==> src/rtl/ltsm_sb_hs_pkg.sv <==
// Shared types for the LTSM sideband request/response handshake engine:
// requester/responder state encodings, mode codes and the default timeout.
package ltsm_sb_hs_pkg;

  typedef enum logic [2:0] {
    R_IDLE,
    R_SEND,
    R_WAIT_TX,
    R_WAIT_RSP,
    R_DONE,
    R_ERR
  } req_state_t;

  typedef enum logic [2:0] {
    P_IDLE,
    P_WAIT_REQ,
    P_SEND,
    P_WAIT_TX,
    P_DONE,
    P_ERR
  } rsp_state_t;

  localparam logic [1:0] MODE_FULL     = 2'b00;
  localparam logic [1:0] MODE_RSP_ONLY = 2'b01;
  localparam logic [1:0] MODE_REQ_ONLY = 2'b10;

  // 8 ms at 100 MHz
  localparam int DEFAULT_TIMEOUT_CYCLES = 800000;

endpackage

==> src/rtl/sb_hs_timer.sv <==
// Handshake timeout counter: counts enabled cycles and flags the cycle in
// which the count sits at TIMEOUT_CYCLES-1 while still enabled.
module sb_hs_timer #(
  parameter int TIMEOUT_W      = 20,
  parameter int TIMEOUT_CYCLES = 800000
) (
  input  logic clk,
  input  logic clear,
  input  logic count_en,
  output logic expired
);

  localparam logic [TIMEOUT_W-1:0] LAST = TIMEOUT_W'(TIMEOUT_CYCLES - 1);

  logic [TIMEOUT_W-1:0] cnt;

  // Saturates at LAST so a suppressed expiry can never wrap and re-fire.
  always_ff @(posedge clk) begin
    if (clear) begin
      cnt <= '0;
    end else if (count_en && (cnt != LAST)) begin
      cnt <= cnt + 1'b1;
    end
  end

  assign expired = count_en && (cnt == LAST);

endmodule

==> src/rtl/ltsm_sb_handshake.sv <==
// Sideband REQ/RSP handshake engine: concurrent requester and responder FSMs
// sharing one SB transmit path, with early-arrival latches and a sticky timeout.
module ltsm_sb_handshake
  import ltsm_sb_hs_pkg::*;
#(
  parameter int SB_MSG_WIDTH   = 4,
  parameter int TIMEOUT_W      = 20,
  parameter int TIMEOUT_CYCLES = DEFAULT_TIMEOUT_CYCLES
) (
  input  logic                    i_clk,
  input  logic                    i_rst,
  input  logic                    i_en,
  input  logic [1:0]              i_mode,
  input  logic [SB_MSG_WIDTH-1:0] i_req_code,
  input  logic [SB_MSG_WIDTH-1:0] i_rsp_code,
  input  logic [SB_MSG_WIDTH-1:0] i_exp_req_code,
  input  logic [SB_MSG_WIDTH-1:0] i_exp_rsp_code,
  input  logic                    i_rx_msg_valid,
  input  logic [SB_MSG_WIDTH-1:0] i_decoded_SB_msg,
  input  logic                    i_SB_Busy,
  input  logic                    i_falling_edge_busy,
  output logic [SB_MSG_WIDTH-1:0] o_encoded_SB_msg,
  output logic                    o_tx_msg_valid,
  output logic                    o_hs_done,
  output logic                    o_timeout
);

  req_state_t r_state;
  rsp_state_t p_state;
  logic       req_seen;
  logic       rsp_seen;

  logic req_hit;
  logic rsp_hit;
  logic outstanding;
  logic grant_r;
  logic grant_p;
  logic r_fin;
  logic p_fin;
  logic all_done;
  logic expired;
  logic timeout_hit;
  logic count_en;
  logic timer_clear;

  assign req_hit     = i_rx_msg_valid && (i_decoded_SB_msg == i_exp_req_code);
  assign rsp_hit     = i_rx_msg_valid && (i_decoded_SB_msg == i_exp_rsp_code);
  assign outstanding = (r_state == R_WAIT_TX) || (p_state == P_WAIT_TX);
  assign all_done    = (r_state == R_DONE) && (p_state == P_DONE);

  // Sides that will be in DONE after this edge; completion beats an expiry
  // landing on the same edge.
  assign r_fin       = (r_state == R_DONE) || ((r_state == R_WAIT_RSP) && rsp_seen);
  assign p_fin       = (p_state == P_DONE) || ((p_state == P_WAIT_TX) && i_falling_edge_busy);
  assign timeout_hit = expired && !(r_fin && p_fin);

  // One message in flight at a time; the responder wins a simultaneous request.
  assign grant_p = i_en && !timeout_hit && (p_state == P_SEND) && !i_SB_Busy && !outstanding;
  assign grant_r = i_en && !timeout_hit && (r_state == R_SEND) && !i_SB_Busy && !outstanding
                   && (p_state != P_SEND);

  // The enable edge itself is not counted, so expiry lands exactly
  // TIMEOUT_CYCLES edges after i_en is first sampled high.
  assign timer_clear = i_rst || !i_en;
  assign count_en    = i_en && !o_hs_done && !o_timeout && !all_done && (r_state != R_IDLE);

  sb_hs_timer #(
    .TIMEOUT_W      (TIMEOUT_W),
    .TIMEOUT_CYCLES (TIMEOUT_CYCLES)
  ) u_timer (
    .clk      (i_clk),
    .clear    (timer_clear),
    .count_en (count_en),
    .expired  (expired)
  );

  always_ff @(posedge i_clk) begin
    if (i_rst) begin
      r_state <= R_IDLE;
    end else if (!i_en) begin
      r_state <= R_IDLE;
    end else if (timeout_hit) begin
      r_state <= R_ERR;
    end else begin
      case (r_state)
        R_IDLE:     r_state <= (i_mode == MODE_RSP_ONLY) ? R_DONE : R_SEND;
        R_SEND:     if (grant_r) r_state <= R_WAIT_TX;
        R_WAIT_TX:  if (i_falling_edge_busy) r_state <= R_WAIT_RSP;
        R_WAIT_RSP: if (rsp_seen) r_state <= R_DONE;
        default:    r_state <= r_state;
      endcase
    end
  end

  // A REQ arriving with the enable edge skips P_WAIT_REQ so the responder
  // contends for the SB alongside the requester's first send.
  always_ff @(posedge i_clk) begin
    if (i_rst) begin
      p_state <= P_IDLE;
    end else if (!i_en) begin
      p_state <= P_IDLE;
    end else if (timeout_hit) begin
      p_state <= P_ERR;
    end else begin
      case (p_state)
        P_IDLE: begin
          if (i_mode == MODE_REQ_ONLY) p_state <= P_DONE;
          else if (req_hit)            p_state <= P_SEND;
          else                         p_state <= P_WAIT_REQ;
        end
        P_WAIT_REQ: if (req_seen) p_state <= P_SEND;
        P_SEND:     if (grant_p) p_state <= P_WAIT_TX;
        P_WAIT_TX:  if (i_falling_edge_busy) p_state <= P_DONE;
        default:    p_state <= p_state;
      endcase
    end
  end

  always_ff @(posedge i_clk) begin
    if (i_rst || !i_en) begin
      req_seen         <= 1'b0;
      rsp_seen         <= 1'b0;
      o_tx_msg_valid   <= 1'b0;
      o_encoded_SB_msg <= '0;
      o_hs_done        <= 1'b0;
      o_timeout        <= 1'b0;
    end else begin
      if (req_hit) req_seen <= 1'b1;
      if (rsp_hit) rsp_seen <= 1'b1;
      o_tx_msg_valid   <= grant_r || grant_p;
      o_encoded_SB_msg <= grant_p ? i_rsp_code : (grant_r ? i_req_code : '0);
      o_hs_done        <= all_done;
      if (timeout_hit) o_timeout <= 1'b1;
    end
  end

endmodule
==> config.mk <==
export PLATFORM = sky130hd
export DESIGN_NAME = ltsm_sb_handshake
export DESIGN_NICKNAME = d
export VERILOG_FILES = /design/src/rtl/ltsm_sb_hs_pkg.sv /design/src/rtl/sb_hs_timer.sv /design/src/rtl/ltsm_sb_handshake.sv
export SDC_FILE = /design/constraint.sdc
export NUM_CORES = 1
export LEC_CHECK = 0
export CORE_MARGIN = 5
export CORE_UTILIZATION = 33
export CTS_CLUSTER_SIZE = 8
export DETAILED_ROUTE_END_ITERATION = 6
export HOLD_SLACK_MARGIN = 0.03
export SLEW_MARGIN = 20
export SYNTH_ARGS = -nofsm -noshare
export SYNTH_HDL_FRONTEND = slang
export SYNTH_SLANG_ARGS = --single-unit
==> constraint.sdc <==
create_clock -name i_clk -period 2.76 [get_ports i_clk]
set_clock_uncertainty 0.05 [all_clocks]
set_input_delay 0.828 -clock i_clk [delete_from_list [all_inputs] [get_ports i_clk]]
set_output_delay 0.828 -clock i_clk [all_outputs]
set_load 0.01 [all_outputs]
==> Yosys cells after proc, flatten, opt, wreduce, memory -nomap -nowiden <==
Cells that the tools add are included.
{ "op_classes": {"div_mod_pow": 0, "add_sub_neg": 1, "bitwise_logic": 1, "n_eq_ne": 27, "multipliers": 0, "muxes": 15, "n_reduce_logical": 47, "order_cmp": 0, "shifts": 0} }
{ "ops": {"columns": ["op", "n"], "rows": [
  ["two-way mux 3 bit", 10],
  ["one-hot mux 3 bit (4 select lines)", 2],
  ["logical AND 1 bit", 21],
  ["adder 20 x 1 -> 20 bit (second input constant)", 1],
  ["== test 20 bit (second input constant)", 1],
  ["inequality test 20 bit (second input constant)", 1],
  ["inequality test 3 bit (second input constant)", 6],
  ["AND reduction 4 bit", 4],
  ["== test 3 x 2 -> 1 bit (second input constant)", 4],
  ["inequality test 2 bit (second input constant)", 6],
  ["nonzero test 5 bit", 2],
  ["== test 4 bit", 2],
  ["zero test 1 bit", 8],
  ["two-way mux 4 bit", 2],
  ["nonzero test 4 bit", 2],
  ["== test 3 x 1 -> 1 bit (second input constant)", 2],
  ["== test 3 bit (second input constant)", 2],
  ["zero test 3 bit", 2],
  ["logical OR 1 bit", 5],
  ["inequality test 3 x 2 -> 1 bit (second input constant)", 1],
  ["nonzero test 3 bit", 1],
  ["OR reduction 3 bit", 1],
  ["== test 2 x 1 -> 1 bit (second input constant)", 1],
  ["== test 2 bit (second input constant)", 1],
  ["other kinds (3)", 3]
]} }
{ "word_totals": {"reg_bits": 35, "rom_bits": 0, "output_inout_bits": 7, "latchBits": 0, "wordCells": 102, "ram_bits": 0, "mem_count": 0, "input_bits": 28} }

==> Logic depth before layout (Yosys ltp) <==
Gate-level depths: netlist (run 1).
{ "logic_depth": {"depth_word": 16, "ltp_mapped": 7, "ltp_nobuf": 6} }

==> Cells and area by module <==
A second synthesis (run 1) with hierarchy kept.
{ "unflattened": {"cells_unflattened": 219, "area_unflattened_um2": 1888.1} }
{ "modules_own_cells": {"columns": ["module", "n_inst", "area_each_um2", "cells_each", "seq_area_each_um2"], "rows": [
  ["sb_hs_timer", 1, 1074.8, 122, 400.4],
  ["ltsm_sb_handshake", 1, 813.3, 97, 300.3]
]} }

==> Worst setup path before layout (run 1) <==
No wires, ideal clock.
{ "synth_timing": {"path_type": "input port to flip-flop", "start": "input port i_en", "end": "register u_timer.cnt[11]", "path_slack_ns": 0.369, "path_buffers": 0, "cell_stages": 5, "required_time_ns": 2.643, "t_arrival_ns": 2.274, "setup_time_ns": 0.067, "path_cell_list": "or3b_4 a211oi_4 o211ai_4 or3_2 a21oi_2"} }
{ "synth_via": {"elab_chain_len": 5, "elab_cells_between_ends": 7, "cone_classes": "7 x reduce/logical"} }
{ "synth_lines": {"columns": ["element", "line", "rtl"], "rows": [
  ["start, declared", "ltsm_sb_handshake.sv:12", "input logic i_en,"],
  ["logical AND 1 bit (4 in series)", "ltsm_sb_handshake.sv:65", "assign count_en = i_en && !o_hs_done && !o_timeout && !all_done && (r_state != R_IDLE);"],
  ["logical AND 1 bit", "sb_hs_timer.sv:21", "end else if (count_en && (cnt != LAST)) begin"],
  ["end signal, assigned", "sb_hs_timer.sv:22", "cnt <= cnt + 1'b1;"],
  ["end, declared", "sb_hs_timer.sv:15", "logic [TIMEOUT_W-1:0] cnt;"]
]} }
Several ways; a longest one is shown, not always the timed one.
A chain may end at the register's enable or synchronous reset.

==> Worst setup path in the final report (run 1) <==
{ "layout_timing": {"start": "input port i_en", "end": "register u_timer.cnt[10]"} }
Same word-level chain as after synthesis.

==> results of run 1 <==
-- logic make-up after synthesis --
logic type	Yosys count	share of synthesized area, %
xor gates and xnor gates	21	9.761
muxes	5	2.656
adders and majority gates	1	0.6639
and+or+nand+nor	97	28.75
buffers and inverters	19	5.179
AOI/OAI and AO/OA	41	15.80
DFF	35	37.18
-- cells in the mapped netlist (2+ instances only) --
cell | number | area [sq um]
nand2b_1 | 5 | 31.28
and2_1 | 3 | 18.77
o21ai_0 | 6 | 30.03
nor2b_1 | 5 | 31.28
nand3_1 | 5 | 25.02
nand4_1 | 4 | 25.02
nor3_1 | 10 | 50.05
nor4_1 | 3 | 18.77
xnor2_1 | 11 | 96.34
nand2_1 | 10 | 37.54
xor2_1 | 10 | 87.58
or4_1 | 4 | 30.03
mux2i_1 | 5 | 50.05
dfxtp_1 | 35 | 700.7
o21ai_1 | 4 | 20.02
inv_1 | 9 | 33.78
and4_1 | 2 | 17.52
and3_1 | 3 | 18.77
nor3b_1 | 4 | 30.03
a31oi_1 | 5 | 31.28
or3_2 | 4 | 30.03
buf_2 | 4 | 20.02
a211oi_1 | 2 | 15.01
clkbuf_1 | 3 | 11.26
a21oi_1 | 9 | 45.04
nor2_1 | 27 | 101.4
clkbuf_8 | 2 | 27.53
o211ai_1 | 3 | 22.52
-- routing by layer --
layer	vias up	routed length, um	track usage [%]
li1	869	-	-
met1	759	2078	15.29
met2	34	1962	20.55
met3	7	233	4.131
met4	0	57	3.453
met5	-	0	0
-- cell type report --
class,count,area [sq um]
Clock buffer,5,68.82
Clock inverter,3,43.79
Fill cell,532,3064
Inverter,9,33.78
Multi-Input combinational cell,165,1086
Sequential cell,35,700.7
Tap cell,72,90.09
Timing Repair Buffer,49,452.9
-- sequential cells by signal, indices dropped and copies added (netlist names) --
signal and count:
o_timeout 1, u_timer.cnt 20, req_seen 1, o_tx_msg_valid 1, p_state 3, rsp_seen 1, r_state 3, o_hs_done 1
o_encoded_SB_msg 4
-- worst min-delay path: cells and delay by family (launching register included) --
kind	cells	cell delay, ns
AOI/OAI and AO/OA	1	0.05
DFF	1	0.33
buffers and inverters	1	0.05
-- power by group through the flow --
stage	registers, mW	logic (mW)	clock network [mW]
after floorplan	0.525	0.0679	0
after global placement	0.532	0.121	0
after detailed placement	0.532	0.122	0
after CTS	0.520	0.123	0.479
after global routing	0.521	0.134	0.501
final	0.520	0.121	0.463
-- metrics by stage --
step,hold slack (ns),std cells,TNS (ns),util [%]
6_report,0.4237,338,0,44.69
3_3_place_gp,0.4126,330,-0.3656,42.66
5_1_grt,0.4615,338,0,44.69
3_5_place_dp,0.4226,330,-0.5871,42.66
4_1_cts,0.4339,338,0,44.69
2_1_floorplan,0.4147,219,0,-
-- final timing paths --
kind / from / end / depth (start not counted)
worst max-delay path: i_en / u_timer.cnt[10] / 7
worst min-delay path: o_timeout / o_timeout / 2
worst max register to register: u_timer.cnt[11] / u_timer.cnt[3] / 6
worst min register to register: o_timeout / o_timeout / 2
==> results.ini, run 1 <==
[pwr]
cellPowerDensity_mw_per_mm2 = 446.1
comb_power_share_pct = 11.0
p_seq_share_pct = 47.1
ir_worst_vdd_uv = 262.3
p_leak_nw = 0.8309
power_frac_clock_pct = 41.9
p_switching_uw = 254.2
total_power_mw = 1.104
p_sw_share_pct = 23.02
p_int_uw = 850.3

[routing]
routed_wl_mm = 4.332
wl_per_cell_um = 12.82
drtPass1Iterations = 4
detail-route-antenna-nets = 0
drc = 0
vias_per_cell = 4.938
via_count = 1669
drtIter0Drc = 41

[global_route]
grt_max_degree = 21
grtUsageTotal_pct = 12.38
grt_pass1_wl_mm = 7.355
antenna_found_initial = 0
grt_pass1_vias = 1606
gr-total-overflow = 0

[synth]
synth_edf_count = 0
synth-seq-area-share_pct = 37.18
yosys_register_bits = 35
syn_inst = 219
synth_cell_types = 50
ys_async_sr_fraction_pct = 0
syn_avg_cell_area_sq_um = 8.604
synth_fp_nets = 248
synth_ff_type = dfxtp_1
ys_warn_count = 0
netlist_area_sq_mm = 0.001884

[worst_setup_path]
r2r_slack_ns = 0.35
path_max_fanout = 4
required_ns = 2.95
start_kind = primary input
crit_slowest_cell = clkdlybuf4s50_1
criticalPathCategory = in2reg
cp_top_family = simple AND/OR/NAND/NOR gates
path_buf_inv = 2
slowest_delay_ns = 0.48
cp.arrival_ns = 2.78
path_cells = clkdlybuf4s50_1, or3b_4, a211oi_4, buf_4, o21ai_2, or4_1, nand2_1
cp-end-kind = flip-flop

[sta]
fmax_mhz = 385.0
period_minus_slack_ns = 2.597
drv_slew = 0
worst_slack_ns = 0.1627
hold_violations = 0
setup_violations = 0
rsz0062_at_grt = false
period_share_pct = 94.10
worstMarginPinSlew_ns = 0.5800
maxSlewHeadroom_pct = 60.97

[layout]
final_layout_size_suffix_gt1_share_pct = 13.53
design_area_sq_mm = 0.002476
final_cell_mix = dfxtp_1 (35), clkdlybuf4s50_1 (34), nor2_1 (27)
area_delta_synth_final_pct = 31.41
final_common_cell = dfxtp_1
diodes = 0
fin_nets = 294

[floorplanning]
fp.dieW_um = 85.57
initial_core_util_pct = 34.01
io_pins = 35
die-area_sq_mm = 0.007321
fp.dieH_um = 85.57
row_count = 27
core_area_sq_mm = 0.005540

[clocking]
post_cts_buffers = 0
clk_latency_ns = 0.29
cts_root_buffer = clkbuf_8
clk_path_buf_depth = 2
cts.sinks = 35
cts_resized = 0
cts_buffers = 5
cts_tree = built
clkTransAtPathRegs_ns = 0.08
hold_buffers = 0
cts_max_level = 2

[place]
gp_congestion = 0.7900
hpwl_mm = 3.375
portBuffers = 34
placed_cell_area_sq_mm = 0.002364
post-place-ws_ns = -0.1089

[outcome]
status = finished clean

[flow_run]
cap_violations = 0

[hold_path]
hold_path_class = reg2reg

No activity file was read; power rests on OpenSTA's default activity.
==> inputs of run 2 (changes only) <==
--- a/config.mk
+++ b/config.mk
@@ -5,6 +5,7 @@
 export SDC_FILE = /design/constraint.sdc
 export NUM_CORES = 1
 export LEC_CHECK = 0
+export ABC_AREA = 1
 export CORE_MARGIN = 5
 export CORE_UTILIZATION = 33
 export CTS_CLUSTER_SIZE = 8
==> constraint.sdc (replaced) <==
create_clock -name i_clk -period 3.2 [get_ports i_clk]
set_clock_uncertainty 0.05 [all_clocks]
set_input_delay 0.96 -clock i_clk [delete_from_list [all_inputs] [get_ports i_clk]]
set_output_delay 0.96 -clock i_clk [all_outputs]
set_load 0.01 [all_outputs]
==> run 2 against run 1 <==
Routed wire length is 16% higher. Critical endpoint is now r_state[0]. Clock power decreased by 14%. Largest cell class unchanged. Register-to-register slack better by 0.71 ns. Sequential cell count did not move. Non-clock buffer count decreased by 13. Count of clock-buffer cells in the layout unchanged. Die area rose by 13%. First-iteration DRC count up 110%. Via count is 30% higher. Synthesized cell count increased by 48%. Area after synthesis grew 15%.
==> results.ini, run 2 <==
[layout]
largest_register_ffs = 20
fillCellCount = 669
final_common_cell = nand2_1
final_cell_mix = nand2_1 (75), inv_1 (48), dfxtp_1 (35)
final_layout_size_suffix_gt1_share_pct = 10.71
fin_nets = 392
reg_top3 = u_timer.cnt x20, o_encoded_SB_msg x4
area_delta_synth_final_pct = 24.87
diodes = 0
largest-register = u_timer.cnt
finalNonFillerCells = 441

[synth]
ys_warn_count = 0
synth_most_common_cell = nand2_1
synth_fp_nets = 354
synth_ff_type = dfxtp_1
synth_edf_count = 0
synth-seq-area-share_pct = 32.31
synth_top_area_cell = dfxtp_1
syn_avg_cell_area_sq_um = 6.672
netlist_area_sq_mm = 0.002168
syn_inst = 325
synth_cell_types = 36
synth_top_area_share_pct = 32.31
synthTopCellsByCount = nand2_1 (75), inv_1 (48), dfxtp_1 (35)
synth_area_leaders = dfxtp_1 (32%), nand2_1 (13%), inv_1 (8.3%), a21oi_1 (6.7%), nor2_1 (4.7%)
ys_async_sr_fraction_pct = 0
yosys_register_bits = 35

[clocking]
cts_resized = 0
clk_latency_ns = 0.28
clkTransAtPathRegs_ns = 0.08
cts_max_level = 2
cts_root_buffer = clkbuf_8
hold_buffers = 0
cts.sinks = 35
clk_path_buf_depth = 2
cts_tree = built
cts_buffers = 5
post_cts_buffers = 0

[worst_setup_path]
timing.rr.start = u_timer.cnt[0]
criticalPathCategory = in2reg
crit_top_cell = nor2_1
crit_slowest_cell = clkdlybuf4s50_1
required_ns = 3.30
path_max_fanout = 7
slowest_delay_ns = 0.56
crit_start = i_en
start_kind = primary input
cp-end-kind = flip-flop
cp.arrival_ns = 2.67
path_cells = clkdlybuf4s50_1, inv_1, nor2_1, nand3_1, nor2_4, nand3_2, nand3_2, nand2_2, nand3_1, nand2_1, nor2_1, nor2_1
r2r_slack_ns = 1.06

[pwr]
ir_worst_vdd_uv = 174.5
p_leak_nw = 0.9920
cellPowerDensity_mw_per_mm2 = 368.3

[routing]
drtIter0Drc = 88
via_count = 2172
drtPass1Iterations = 4
vias_per_cell = 4.925
drc = 0
wl_per_cell_um = 11.41
routed_wl_mm = 5.034
detail-route-antenna-nets = 0

[global_route]
grt_max_degree = 21
gr-total-overflow = 0
grt_pass1_vias = 2031
grtUsageTotal_pct = 12.26
antenna_found_initial = 0
grt_pass1_wl_mm = 8.811

[floorplanning]
initial_core_util_pct = 33.95
fp.dieW_um = 91.06
io_pins = 35
row_count = 29
die-area_sq_mm = 0.008292
fp.dieH_um = 91.06
core_area_sq_mm = 0.006386

[sta]
fmax_mhz = 389.6
maxSlewHeadroom_pct = 53.32
period_minus_slack_ns = 2.566
worstMarginPinSlew_ns = 0.6995
hold_violations = 0
drv_slew = 0
setup-tns-final_ns = 0
rsz0062_at_grt = false
setup_violations = 0
period_share_pct = 80.20

[flow_run]
cap_violations = 0

[hold_path]
hp-start = req_seen
hold_path_class = reg2reg

[outcome]
status = finished clean

[place]
portBuffers = 34
placed_cells = 433
gp_congestion = 0.8390
hpwl_mm = 3.952

[run 2: changes by cell type after synthesis, sizes merged, moves of 5 or more]
cell    delta
nand3     +14
nor3      +10
nand2     +71
nand2b     -5
or3        -5
nor2b      -5
xnor2      -7
a21oi     +22
nand4      +5
mux2i      -5
inv       +44
a31oi      -5
[run 2: through the flow]
step	power [mW]	util [%]	hold WS, ns	worst slack, ns	area, sq um
final	0.9971	42.40	0.4118	0.6336	2708
after detailed placement	0.6082	40.63	0.4034	0.3324	2595
after CTS	1.011	42.40	0.4157	0.6400	2708
after global routing	1.048	42.40	0.4555	0.4842	2708
after floorplan	0.5512	-	0.3852	1.121	2168
after global placement	0.6074	40.63	0.4023	0.3840	2595
[run 2: logic make-up after synthesis]
logic type | count (synthesis) | share of synthesized area, %
compound gates | 53 | 14.37
xor+xnor | 14 | 5.655
fa+ha+maj | 1 | 0.5769
buf+inv | 58 | 10.33
flops | 35 | 32.31
simple gates | 164 | 36.76
[run 2: critical path: cells and delay by family]
family	cells	cell delay (ns)
buf+inv	2	0.64
simple gates	10	1.06
[run 2: where the power goes]
part	total [mW]	internal, mW	switching, mW	leakage, nW
Sequential	0.451	0.443	0.00874	0.283
Clock	0.399	0.232	0.167	0.0581
Combinational	0.146	0.0677	0.0787	0.651
[run 2: final cells by class]
class	instances	area (sq um)	share of cell area, %
Tap cell	77	96.34	3.558
Multi-Input combinational cell	232	1244	45.93
Sequential cell	35	700.7	25.88
Timing Repair Buffer	36	355.3	13.12
Clock inverter	3	43.79	1.617
Inverter	53	198.9	7.348
Clock buffer	5	68.82	2.542
[run 2: layer usage]
metal | vias up | wire length, um | GRT usage, %
met5 | - | 0 | 0
met4 | 0 | 36 | 2.689
met3 | 6 | 266 | 2.893
met2 | 53 | 2339 | 20.91
met1 | 982 | 2392 | 15.71
li1 | 1131 | - | -
[run 2: final timing paths]
path,to,cells past startpoint
setup reg to reg,r_state[0],12
hold / removal,req_seen,2
setup / recovery,r_state[0],12
hold reg to reg,req_seen,2
==> inputs of run 3 (changes only) <==
==> constraint.sdc (replaced) <==
create_clock -name i_clk -period 2.1 [get_ports i_clk]
set_clock_uncertainty 0.05 [all_clocks]
set_input_delay 0.63 -clock i_clk [delete_from_list [all_inputs] [get_ports i_clk]]
set_output_delay 0.63 -clock i_clk [all_outputs]
set_load 0.01 [all_outputs]
==> run 3 against run 2 <==
Combinational power is 72% higher. Critical endpoint is now u_timer.cnt[9]. Worst setup slack worse by 0.50 ns. Via count is 0.28% higher. Design area is 4.9% higher. Non-clock buffer count is 16 higher. First-iteration DRC count is 18% higher. Clock power is 22% higher. Final cell count is 3.6% higher. Routed wire length is 8.0% higher. Sequential share of layout area is 1.2 points lower.
==> results.ini, run 3 (synthesis results as in run 2) <==
[worst_setup_path]
cp-end-kind = flip-flop
crit_slowest_cell = clkdlybuf4s50_1
crit_top_cell = nor2_4
critPathCapture = u_timer.cnt[9]
criticalPathCategory = in2reg
path_max_fanout = 4
slowest_delay_ns = 0.47
timing.rr.start = u_timer.cnt[0]
required_ns = 2.24
crit_start = i_en
r2r_end = r_state[0]
cp.arrival_ns = 2.10
start_kind = primary input
worst-r2r-cell-count = 12
r2r_slack_ns = 0.23
path_cells = clkdlybuf4s50_1, inv_1, nor2_2, nand3_2, nor2_4, nand2_4, inv_2, nand2_2, nor2_4, nand3_1, nand2_1, a21oi_1

[sta]
worst_slack_ns = 0.1314
maxSlewHeadroom_pct = 62.28
drv_slew = 0
period_minus_slack_ns = 1.969
setup_violations = 0
fmax_mhz = 508.0
fin_hold_ws_ns = 0.4179
period_share_pct = 93.74
worstMarginPinSlew_ns = 0.5615
hold_violations = 0
rsz0062_at_grt = true

[place]
post-place-ws_ns = -0.2113
gp_congestion = 0.9249
portBuffers = 34
placed_cells = 449
hpwl_mm = 4.256

[routing]
routed_wl_mm = 5.437
drtPass1Iterations = 4
wl_per_cell_um = 11.90
via_count = 2178
drtIter0Drc = 104
detail-route-antenna-nets = 0
drc = 0
vias_per_cell = 4.766

[global_route]
grt_pass1_vias = 2019
grtUsageTotal_pct = 13.24
gr-total-overflow = 0
grt_pass1_wl_mm = 9.246
antenna_found_initial = 0
grt_max_degree = 18

[floorplanning]
fp.dieH_um = 91.06
core_area_sq_mm = 0.006386
initial_core_util_pct = 33.95
die-area_sq_mm = 0.008292
fp.dieW_um = 91.06
row_count = 29
io_pins = 35

[clocking]
cts.sinks = 35
cts_buffers = 5
clk_latency_ns = 0.29
cts_root_buffer = clkbuf_8
hold_buffers = 0
clk_path_buf_depth = 2
cts_tree = built
cts_max_level = 2
clkTransAtPathRegs_ns = 0.08

[layout]
final_cell_mix = nand2_1 (75), inv_1 (48), dfxtp_1 (35)
area_delta_synth_final_pct = 30.93
reg_top3 = u_timer.cnt x20, o_encoded_SB_msg x4
fin_nets = 408
fillCellCount = 670
finalNonFillerCells = 457
largest-register = u_timer.cnt
largest_register_ffs = 20
final_layout_size_suffix_gt1_share_pct = 14.74
diodes = 0
final_common_cell = nand2_1

[outcome]
status = finished clean

[flow_run]
cap_violations = 0

[pwr]
cellPowerDensity_mw_per_mm2 = 502.3
ir_worst_vdd_uv = 302.2
p_leak_nw = 1.059

[hold_path]
hold_path_class = reg2reg

==> run 3: metal layers <==
layer	vias to the layer above	global-route usage [%]	part of all wire (%)
met1	951	17.63	47
met4	0	3.790	1.1
met3	10	2.975	5.4
met2	58	21.45	47
li1	1159	-	-
met5	-	0	0
==> run 3: area by class of cell <==
cell class / count / area (sq um) / share of cell area [%]
Tap cell: 77 / 96.34 / 3.394
Clock inverter: 1 / 5.005 / 0.1763
Inverter: 53 / 198.9 / 7.008
Timing Repair Buffer: 52 / 488.0 / 17.19
Sequential cell: 35 / 700.7 / 24.68
Clock buffer: 7 / 76.32 / 2.688
Multi-Input combinational cell: 232 / 1274 / 44.87
==> run 3: worst min-delay path by stage <==
stage	start	end	cells past startpoint
floorplan	req_seen	req_seen	2
global placement	req_seen	req_seen	2
detailed placement	req_seen	req_seen	2
CTS	req_seen	req_seen	2
global route	u_timer.cnt[19]	u_timer.cnt[19]	2
finish	req_seen	req_seen	2
==> run 3: worst max-delay path, delay by kind of cell <==
| family | cells | cell delay (ns) |
|---|---|---|
| AND/OR/NAND/NOR | 8 | 0.81 |
| buffers and inverters | 3 | 0.62 |
| AO/OA/AOI/OAI | 1 | 0.04 |
==> run 3: power breakdown <==
part           switching, mW  internal (mW)  total, mW
combinational          0.131          0.120      0.251
sequential            0.0127          0.675      0.687
clock                  0.255          0.233      0.488
==> run 3: repair_timing <==
| action | CTS | global route |
|---|---|---|
| setup endpoints to repair | 0 | 15 |
| resized for setup | 0 | 7 |
| buffers inserted | 0 | 0 |
==> run 3: metrics by stage <==
stage / power [mW] / util [%] / cell area (sq um) / setup TNS [ns]
final: 1.426 / 44.46 / 2839 / 0
after detailed placement: 0.9482 / 42.71 / 2728 / -3.981
after CTS: 1.434 / 43.99 / 2809 / 0
after global routing: 1.496 / 44.46 / 2839 / -0.001626
after global placement: 0.9435 / 42.71 / 2728 / -2.647
after floorplan: 0.8400 / - / 2168 / 0
